## src/rtl/scan_mux_n1_pkg.sv

```systemverilog
// Shared constants for the scanning N:1 multiplexer.
package scan_mux_n1_pkg;
  localparam logic MODE_MANUAL = 1'b0;
  localparam logic MODE_SCAN   = 1'b1;
endpackage

```

## src/rtl/scan_mux_n1_if.sv

```systemverilog
// Source-bank / consumer bus of the scanning N:1 multiplexer.
interface scan_mux_n1_if #(
  parameter int N_CH = 8,
  parameter int W    = 1
);
  localparam int SEL_W = $clog2(N_CH);

  logic                mode;
  logic [SEL_W-1:0]    sel_in;
  logic                load;
  logic                step;
  logic                hold;
  logic [N_CH*W-1:0]   A;
  logic [W-1:0]        F;
  logic [SEL_W-1:0]    sel_out;
  logic                valid;
  logic                wrap;
  logic                sel_err;

  modport master (
    output mode, sel_in, load, step, hold, A,
    input  F, sel_out, valid, wrap, sel_err
  );

  modport slave (
    input  mode, sel_in, load, step, hold, A,
    output F, sel_out, valid, wrap, sel_err
  );
endinterface

```

## src/rtl/scan_mux_n1_sel_counter.sv

```systemverilog
// Select register with manual load / scan step / hold; next_sel, wrap and
// sel_err are the combinational post-edge values, registered by the top.
module scan_mux_n1_sel_counter
  import scan_mux_n1_pkg::*;
#(
  parameter int N_CH  = 8,
  parameter int SEL_W = $clog2(N_CH)
) (
  input  logic             clk,
  input  logic             rst,
  input  logic             mode,
  input  logic             load,
  input  logic             step,
  input  logic             hold,
  input  logic [SEL_W-1:0] sel_in,
  output logic [SEL_W-1:0] next_sel,
  output logic             wrap,
  output logic             sel_err
);
  localparam logic [SEL_W:0]   NCH  = (SEL_W+1)'(N_CH);
  localparam logic [SEL_W-1:0] LAST = SEL_W'(N_CH-1);

  logic [SEL_W-1:0] sel_q;

  always_comb begin
    next_sel = sel_q;
    wrap     = 1'b0;
    sel_err  = 1'b0;
    if (!hold) begin
      if (mode == MODE_MANUAL) begin
        if (load) begin
          // indices past N_CH-1 are rejected so F never reads padding bits
          if ({1'b0, sel_in} < NCH) next_sel = sel_in;
          else                      sel_err  = 1'b1;
        end
      end else if (step) begin
        if (sel_q == LAST) begin
          next_sel = '0;
          wrap     = 1'b1;
        end else begin
          next_sel = sel_q + 1'b1;
        end
      end
    end
  end

  always_ff @(posedge clk or posedge rst) begin
    if (rst) sel_q <= '0;
    else     sel_q <= next_sel;
  end
endmodule

```

## src/rtl/scan_mux_n1.sv

```systemverilog
// Parametrised N:1 mux with registered output, manual select load and
// time-division scan stepping.
module scan_mux_n1
  import scan_mux_n1_pkg::*;
#(
  parameter int N_CH = 8,
  parameter int W    = 1
) (
  input logic         clk,
  input logic         rst,
  scan_mux_n1_if.slave bus
);
  localparam int SEL_W = $clog2(N_CH);

  logic [SEL_W-1:0] next_sel;
  logic             wrap_n;
  logic             err_n;

  scan_mux_n1_sel_counter #(.N_CH(N_CH), .SEL_W(SEL_W)) u_sel_counter (
    .clk      (clk),
    .rst      (rst),
    .mode     (bus.mode),
    .load     (bus.load),
    .step     (bus.step),
    .hold     (bus.hold),
    .sel_in   (bus.sel_in),
    .next_sel (next_sel),
    .wrap     (wrap_n),
    .sel_err  (err_n)
  );

  // F samples A at the same edge the select moves, so the new channel
  // shows up without an extra cycle of stale data.
  always_ff @(posedge clk or posedge rst) begin
    if (rst) begin
      bus.F       <= '0;
      bus.sel_out <= '0;
      bus.valid   <= 1'b0;
      bus.wrap    <= 1'b0;
      bus.sel_err <= 1'b0;
    end else begin
      bus.wrap    <= wrap_n;
      bus.sel_err <= err_n;
      if (!bus.hold) begin
        bus.F       <= bus.A[int'(next_sel)*W +: W];
        bus.sel_out <= next_sel;
        bus.valid   <= 1'b1;
      end
    end
  end
endmodule

```

## src/flat_wrapper.sv

```systemverilog
// flat-port wrapper written by rule: the top's interface ports become plain ports
module scan_mux_n1_flat import scan_mux_n1_pkg::*;
#(
  parameter int N_CH = 8,
  parameter int W    = 1
)
  (clk, rst, bus_mode, bus_sel_in, bus_load, bus_step, bus_hold, bus_A, bus_F, bus_sel_out, bus_valid, bus_wrap, bus_sel_err);
  scan_mux_n1_if #(.N_CH(N_CH), .W(W)) bus_i ();
  input logic clk;
  input logic rst;
  input wire logic [$bits(bus_i.mode)-1:0] bus_mode;
  input wire logic [$bits(bus_i.sel_in)-1:0] bus_sel_in;
  input wire logic [$bits(bus_i.load)-1:0] bus_load;
  input wire logic [$bits(bus_i.step)-1:0] bus_step;
  input wire logic [$bits(bus_i.hold)-1:0] bus_hold;
  input wire logic [$bits(bus_i.A)-1:0] bus_A;
  output wire logic [$bits(bus_i.F)-1:0] bus_F;
  output wire logic [$bits(bus_i.sel_out)-1:0] bus_sel_out;
  output wire logic [$bits(bus_i.valid)-1:0] bus_valid;
  output wire logic [$bits(bus_i.wrap)-1:0] bus_wrap;
  output wire logic [$bits(bus_i.sel_err)-1:0] bus_sel_err;
  assign bus_i.mode = bus_mode;
  assign bus_i.sel_in = bus_sel_in;
  assign bus_i.load = bus_load;
  assign bus_i.step = bus_step;
  assign bus_i.hold = bus_hold;
  assign bus_i.A = bus_A;
  assign bus_F = bus_i.F;
  assign bus_sel_out = bus_i.sel_out;
  assign bus_valid = bus_i.valid;
  assign bus_wrap = bus_i.wrap;
  assign bus_sel_err = bus_i.sel_err;
  scan_mux_n1 #(.N_CH(N_CH), .W(W)) u_core (.clk(clk), .rst(rst), .bus(bus_i));
endmodule
```

## config.mk

```make
export PLATFORM = sky130hd
export DESIGN_NAME = scan_mux_n1_flat
export DESIGN_NICKNAME = d
export VERILOG_FILES = /design/src/rtl/scan_mux_n1_pkg.sv /design/src/rtl/scan_mux_n1_if.sv /design/src/rtl/scan_mux_n1_sel_counter.sv /design/src/rtl/scan_mux_n1.sv /design/src/flat_wrapper.sv
export SDC_FILE = /design/constraint.sdc
export NUM_CORES = 1
export LEC_CHECK = 0
export CORE_MARGIN = 2
export CORE_UTILIZATION = 40
export DETAILED_ROUTE_END_ITERATION = 8
export DONT_BUFFER_PORTS = 1
export SLEW_MARGIN = 20
export SYNTH_ARGS = -nofsm -noshare
export SYNTH_HDL_FRONTEND = slang
export SYNTH_SLANG_ARGS = --single-unit
```

## constraint.sdc

```tcl
create_clock -name clk -period 1.85 [get_ports clk]
set_input_delay 0.555 -clock clk [delete_from_list [all_inputs] [get_ports clk]]
set_output_delay 0.555 -clock clk [all_outputs]
set_load 0.005 [all_outputs]
```

Word-level counts from Yosys, hierarchy flattened
Cells that the tools add are included.
{"block": "totals", "ff_bits": 9, "in_bits": 17, "output_inout_bits": 7, "wordCells": 17}
{"block": "op_classes", "add_sub_neg": 1, "eq_ne": 1, "shift": 1, "mux": 9}
{"op": "two-way mux 3 bit", "count": 5}
{"op": "indexed part select 8 x 4 -> 1 bit", "count": 1}
{"op": "two-way mux 1 bit", "count": 4}
{"op": "adder 3 x 1 -> 3 bit (second input constant)", "count": 1}
{"op": "== test 3 bit (second input constant)", "count": 1}

Logic depth before layout (Yosys ltp)
Gate-level depths: netlist (run 1).
{"block": "logic_depth", "depth_word": 6, "mapped_depth": 8, "depth_no_buf": 8}

By module
Synthesis (run 1) repeated with hierarchy kept, for this count alone.
{"block": "unflattened", "hier_cells": 44, "hier_area_um2": 518.0}
{"module": "scan_mux_n1", "instances": 1, "cells_per_inst": 22, "area_per_inst_um2": 301.5, "seq_area_each_um2": 175.2}
{"module": "scan_mux_n1_sel_counter", "instances": 1, "cells_per_inst": 22, "area_per_inst_um2": 216.5, "seq_area_each_um2": 75.1}

Least setup slack after synthesis (run 1)
OpenSTA, ideal clock, no wires.
{"block": "synth_timing", "path_type": "in2reg", "from": "in bus_load", "to": "reg u_core.bus.F", "setup_ps": 124, "arrival_ps": 1680, "t_required_ps": 1726, "path_slack_ps": 46, "stages": 7, "path_cell_list": "mux2_1 -> nand2_1 -> and3_1 -> buf_6 -> mux2i_1 -> o22ai_1 -> a211o_1"}
{"block": "synth_between", "elab_chain_len": 4}
{"element": "start, declared", "line": "flat_wrapper.sv:13", "text": "input wire logic [$bits(bus_i.load)-1:0] bus_load;"}
{"element": "two-way mux 3 bit", "line": "scan_mux_n1_sel_counter.sv:31", "text": "if (load) begin"}
{"element": "two-way mux 3 bit", "line": "scan_mux_n1_sel_counter.sv:30", "text": "if (mode == MODE_MANUAL) begin"}
{"element": "two-way mux 3 bit", "line": "scan_mux_n1_sel_counter.sv:29", "text": "if (!hold) begin"}
{"element": "indexed part select 8 x 4 -> 1 bit", "line": "scan_mux_n1.sv:45", "text": "bus.F <= bus.A[int'(next_sel)*W +: W];"}
{"element": "end signal, assigned", "line": "scan_mux_n1.sv:45"}
{"element": "end, declared", "line": "scan_mux_n1_if.sv:27", "text": "output F, sel_out, valid, wrap, sel_err"}
No other way between the ends.
A chain may end at the register's enable or synchronous reset.

Worst setup path after layout (run 1)
{"block": "layout_timing", "from": "reg u_core.u_sel_counter.sel_q[1]", "to": "reg u_core.bus.F"}
{"block": "layout_between", "elab_chain_len": 6, "elab_cells_between_ends": 8}
{"element": "start, declared", "line": "scan_mux_n1_sel_counter.sv:23", "text": "logic [SEL_W-1:0] sel_q;"}
{"element": "start signal, assigned", "line": "scan_mux_n1_sel_counter.sv:49", "text": "else sel_q <= next_sel;"}
{"element": "adder 3 x 1 -> 3 bit or == test 3 bit (tied branches)", "line": "scan_mux_n1_sel_counter.sv:41, scan_mux_n1_sel_counter.sv:37"}
{"element": "two-way mux 3 bit", "line": "scan_mux_n1_sel_counter.sv:37", "text": "if (sel_q == LAST) begin"}
{"element": "two-way mux 3 bit", "line": "scan_mux_n1_sel_counter.sv:36", "text": "end else if (step) begin"}
{"element": "two-way mux 3 bit", "line": "scan_mux_n1_sel_counter.sv:30"}
{"element": "two-way mux 3 bit (*)", "line": "scan_mux_n1_sel_counter.sv:29"}
{"element": "indexed part select 8 x 4 -> 1 bit (*)", "line": "scan_mux_n1.sv:45"}
Mark *: on every way between the ends. The rest lies on a longest branch, timed or not.

==> results of run 1 <==
## routing by layer
layer	global-route usage	vias up	wire (µm)
li1	-	227	-
met2	0.2000	14	577
met3	0.02857	2	70
met5	0	-	0
met1	0.1684	213	571
met4	0.1273	0	13
## state kept, by name, indices dropped and copies added (netlist names)
register and count:
u_core.bus.sel_out 3, u_core.u_sel_counter.sel_q 3, u_core.bus.F 1, u_core.bus.valid 1, u_core.bus.wrap 1
## worst paths after layout
check | to | slack, ns | depth (start not counted)
hold reg to reg | u_core.bus.valid$_DFFE_PP0N_ | 0.49 | 1
setup reg to reg | u_core.bus.F$_DFFE_PP0N_ | 0.04 | 7
setup / recovery | u_core.bus.F$_DFFE_PP0N_ | 0.04 | 7
min in group clk | u_core.bus.valid$_DFFE_PP0N_ | 0.38 | 1
hold / removal | u_core.bus.sel_out[2]$_DFFE_PP0N_ | 0.15 | 1
max in group asynchronous | u_core.bus.wrap$_DFF_PP0_ | 1.44 | 1
## critical path, cell delays in order, from the launching register on
cell     delay [ns]
dfrtp_1        0.40
ha_2           0.20
ha_4           0.25
mux2i_1        0.06
mux2_4         0.27
or3b_1         0.17
o22ai_2        0.07
a211o_1        0.27
## cell usage after synthesis (all sizes together)
| cell | number |
|---|---|
| a211o | 1 |
| a211oi | 1 |
| a21o | 3 |
| a21oi | 1 |
| and3 | 1 |
| and4b | 1 |
| buf | 5 |
| clkbuf | 1 |
| conb | 1 |
| dfrtp | 9 |
| ha | 2 |
| inv | 2 |
| mux2 | 2 |
| mux2i | 7 |
| nand2 | 7 |
| nand2b | 3 |
| nand3b | 1 |
| nand4b | 1 |
| nor2 | 4 |
| nor2b | 2 |
| nor4b | 1 |
| o211ai | 1 |
| o21a | 1 |
| o21ai | 4 |
| o22ai | 2 |
| or3b | 1 |
## per-stage QoR
step	utilization	total power (W)	std cells	TNS, ns
global placement	0.4103	0.0004628	77	-0.03959
detailed placement	0.4103	0.0004668	77	-0.06529
global route	0.4610	0.0007176	82	-0.03791
finish	0.4610	0.0006598	82	0
CTS	0.4460	0.0006517	82	0
floorplan	-	0.0004508	65	0
## layout make-up
type / instances / area [µm²]
inverter: 2 / 7.507
sequential: 9 / 225.2
timing repair buffer: 3 / 22.52
clock buffer: 4 / 26.28
fill: 136 / 812.0
multi-input combinational: 48 / 392.9
tap: 16 / 20.02
## placed cells by master, fill, tap and decap left out, types with 2 or more instances in the layout
cell	count
a21o_1	3
buf_4	3
clkbuf_4	3
dfrtp_1	9
inv_1	2
mux2_4	2
mux2i_1	7
nand2_1	7
nand2b_1	3
nor2_1	4
nor2b_1	2
o21ai_0	3
## repair_timing
action                                  in CTS  in global routing
gates resized for setup                      4                  4
endpoints found under the setup margin       1                  1
pin swaps                                    3                  5
buffers inserted                             1                  0
## cells by family (layout without fill, tap and decap cells)
logic type / Yosys count / after routing / share of synthesized area
AOI/OAI and AO/OA: 14 / 14 / 0.1544
muxes: 9 / 9 / 0.1429
adders and majority gates: 2 / 2 / 0.03860
buffers and inverters: 8 / 9 / 0.1120
DFF: 9 / 9 / 0.3475
other: 1 / 1 / 0.005786
and+or+nand+nor: 22 / 22 / 0.1989
## report_power, final
part	switching [W]	total (W)	internal, W
sequential	0.0000340	0.000270	0.000236
combinational	0.000105	0.000240	0.000135
clock	0.0000662	0.000149	0.0000830
total	0.000206	0.000660	0.000454
==> impl_metrics.toml, run 1 <==
[timing]
max_freq_ghz = 0.5517
finalHoldWorstSlack_ns = 0.1455
hold_viol = 0
rsz0062_at_grt = "true"
fin_ws_ns = 0.03737
slew_violations = 0
setup_viol = 0
period_share = 0.9798
finClkSkew_ns = 0.006763
period_needed_ns = 1.813

[cts]
htreeDepth = 1
postCtsHoldBufs = 0
cts.sinks = 9
clockBufferDepth = 2
cts.clk_slew.worst_paths_ns = 0.06
clk-insertion-delay-late_ns = 0.26
numCtsBuffers = 3
cts_tree = "built"
cts_root_buf = "clkbuf_4"

[global_route]
grt_overflow = 0
grt_pass1_wl_um = 1897
antenna_found_initial = 0
grt_max_degree = 19
grt_pass1_vias = 447
track_usage = 0.1376

[finish]
nNetsFinal = 86
fin_area_um2 = 694.4
layout-drive-gt1-share = 0.2273
area_growth_pct = 7.143
diodes = 0

[pwr]
peakVddDrop_v = 0.0003869
power.density_nw_per_um2 = 950.2
total_leakage_power_nw = 0.3392

[logic_synthesis]
yosys.area.top_type = "dfrtp_1"
ys_warn_count = 0
synth_area_um2 = 648.1
syn_nets = 84
synth-seq-area-share = 0.3475
ys_ff_latch = 9
synth_top_area_frac = 0.3475
synth_area_leaders = "dfrtp_1 35%, mux2i_1 11%, buf_6 5.2%, nand2_1 4.1%, ha_1 3.9%"
syn_inst = 65
ys_types = 30
postSynthAreaPerCell_um2 = 9.971

[worst_setup_path]
r2r-start = "u_core.u_sel_counter.sel_q[1]$_DFF_PP0_"
crit_start = "u_core.u_sel_counter.sel_q[1]$_DFF_PP0_"
start_kind = "register"
cp.arrival_ns = 1.96
critPathKind = "reg -> reg"
worstPathRequired_ns = 1.99
endpoint_kind = "register"
crit_fanout = 3

[hold_path]
hp-class = "in -> async"

[die]
dieWidth_um = 44.25
dieHeight_um = 44.25
dieArea_um2 = 1958
core_area_um2 = 1506
initial_core_util = 0.4302
ioPinCount = 24
rows = 14

[placed_design]
dp_slack_ns = -0.06529
portBuffers = 0
postPlaceCellArea_um2 = 618.1
dp_hpwl_um = 846.2
place_congestion = 0.8035

[routing]
vias = 456
drt-total-wl_um = 1232
ant_nets = 0
firstDrtPassIters = 4
routedWlPerCell_um = 15.02
remaining_drc_errors = 0
viasPerCell = 5.561
drt-initial-drc-count = 4

[flow_run]
drv_cap = 0

[run_status]
status = "finished, final reports clean"
(Power assumes the default switching activity.)
==> run 2: changes to the inputs <==
==> constraint.sdc (replaced) <==
create_clock -name clk -period 2.2 [get_ports clk]
set_input_delay 0.66 -clock clk [delete_from_list [all_inputs] [get_ports clk]]
set_output_delay 0.66 -clock clk [all_outputs]
set_load 0.05 [all_outputs]
==> run 2 against run 1 <==
Via count down 2.0%. Sequential share of layout area is 3.4 points higher. Final cell count fell by 3.7%. Clock skew about the same. Total power shrank 12%. Clock power down 13%. First-iteration DRC count increased to 3.0 times the previous value. Critical endpoint unchanged. Highest routed layer unchanged.
==> impl_metrics.toml, run 2 (same netlist as run 1, synthesis figures left out) <==
[timing]
slew_violations = 0
finalHoldWorstSlack_ns = 0.2523
max_freq_ghz = 0.5215
rsz0062_at_grt = "false"
hold_viol = 0
finClkSkew_ns = 0.006605
tns_ns = 0
setup_viol = 0
period_share = 0.8715
period_needed_ns = 1.917

[finish]
utilization = 0.4178
area_growth_pct = -2.896
fin_cells = 79
nNetsFinal = 83
mostFrequentLayoutCells = "9 x dfrtp_1, 7 x nand2_1, 7 x mux2i_1, 4 x nor2_1"
diodes = 0
final_common_cell = "dfrtp_1"
layout-drive-gt1-share = 0.1111
top_regs = "u_core.bus.sel_out x3, u_core.u_sel_counter.sel_q x3"

[global_route]
antenna_found_initial = 0
grt_overflow = 0
grt_max_degree = 19
grt_pass1_wl_um = 1952
track_usage = 0.1413
grt_pass1_vias = 433

[worst_setup_path]
endpoint_kind = "register"
crit_fanout = 6
crit_family = "adder cells"
crit_buf_inv = 0
critPathKind = "reg -> reg"
start_kind = "register"
cp_slowest_stage_delay_ns = 0.44
cp_cell_sequence = "ha_1 > ha_1 > mux2i_1 > mux2_2 > nor2_1 > nand2b_1 > o22ai_1 > a211o_1"
cp.arrival_ns = 2.13
critPathMostFrequentCell = "ha_1"
cpMaxStageDelayCell = "dfrtp_1"
worstPathRequired_ns = 2.41

[placed_design]
place_congestion = 0.8248
portBuffers = 0
post-place-cells = 75
dp_hpwl_um = 900.2

[die]
dieHeight_um = 44.25
ioPinCount = 24
core_area_um2 = 1506
rows = 14
dieArea_um2 = 1958
initial_core_util = 0.4302
dieWidth_um = 44.25

[flow_run]
drv_cap = 0

[cts]
clk-insertion-delay-late_ns = 0.26
clockBufferDepth = 2
cts.sinks = 9
htreeDepth = 1
cts_root_buf = "clkbuf_4"
cts.repair.resized = 0
numCtsBuffers = 3
cts_setup_buffers = 0
cts_tree = "built"
cts.clk_slew.worst_paths_ns = 0.06
postCtsHoldBufs = 0

[pwr]
power.density_nw_per_um2 = 920.3
peakVddDrop_v = 0.0004001
power_frac_seq = 0.512
clockPowerShare = 0.225
internal-power_w = 0.0003452
combinationalPowerShare = 0.263
total_leakage_power_nw = 0.3114
switching_share = 0.4040
p_sw_w = 0.0002340

[routing]
drt-total-wl_um = 1211
viasPerCell = 5.658
firstDrtPassIters = 4
routedWlPerCell_um = 15.33
remaining_drc_errors = 0
vias = 447
drt-initial-drc-count = 12
ant_nets = 0

[run_status]
status = "finished, final reports clean"

[hold_path]
hp-class = "in -> async"
-- run 2: changes by cell type in the layout (fill, tap and decap cells not counted), sizes merged --
cell,delta
buf,-3
-- run 2: worst register-to-register path, stage by stage (launching register included) --
cell      delay [ns]
dfrtp_1         0.44
ha_1            0.23
ha_1            0.27
mux2i_1         0.06
mux2_2          0.29
nor2_1          0.22
nand2b_1        0.11
o22ai_1         0.16
a211o_1         0.11
-- run 2: path summary, 6_finish.rpt --
check | slack (ns) | cells after the start | endpoint | startpoint
max reg2reg | 0.28 | 8 | u_core.bus.F$_DFFE_PP0N_ | u_core.u_sel_counter.sel_q[0]$_DFF_PP0_
min reg2reg | 0.57 | 1 | u_core.u_sel_counter.sel_q[2]$_DFF_PP0_ | u_core.u_sel_counter.sel_q[2]$_DFF_PP0_
min in group clk | 0.48 | 1 | u_core.bus.valid$_DFFE_PP0N_ | bus_hold
max in group asynchronous | 1.67 | 1 | u_core.bus.wrap$_DFF_PP0_ | rst
min | 0.25 | 1 | u_core.bus.sel_out[2]$_DFFE_PP0N_ | rst
max | 0.28 | 8 | u_core.bus.F$_DFFE_PP0N_ | u_core.u_sel_counter.sel_q[0]$_DFF_PP0_
-- run 2: area by class of cell --
class	count	area [µm²]
Fill cell	150	877.1
Multi-Input combinational cell	48	350.3
Inverter	2	7.507
Tap cell	16	20.02
Clock buffer	4	26.28
Sequential cell	9	225.2
-- run 2: through the flow --
stage | setup WS, ns | instance area, µm² | power [W]
CTS | 0.2667 | 629.4 | 0.0005874
floorplan | 0.2907 | 648.1 | 0.0004502
global route | 0.1125 | 629.4 | 0.0006222
detailed placement | 0.1671 | 603.1 | 0.0004541
global placement | 0.2029 | 603.1 | 0.0004492
finish | 0.2826 | 629.4 | 0.0005792
-- run 2: power by group through the flow --
stage	Combinational [W]	Sequential [W]	Clock, W
after floorplan	0.000157	0.000293	0
after global placement	0.000148	0.000301	0
after detailed placement	0.000153	0.000301	0
after CTS	0.000154	0.000298	0.000136
after global routing	0.000174	0.000304	0.000144
final	0.000152	0.000297	0.000130
-- run 2: routing by layer --
metal | up-vias | track usage | share of wire
met4 | 0 | 0.09091 | 0.022
li1 | 221 | - | -
met2 | 17 | 0.2029 | 0.42
met3 | 5 | 0.03673 | 0.083
met5 | - | 0 | 0
met1 | 204 | 0.1872 | 0.47
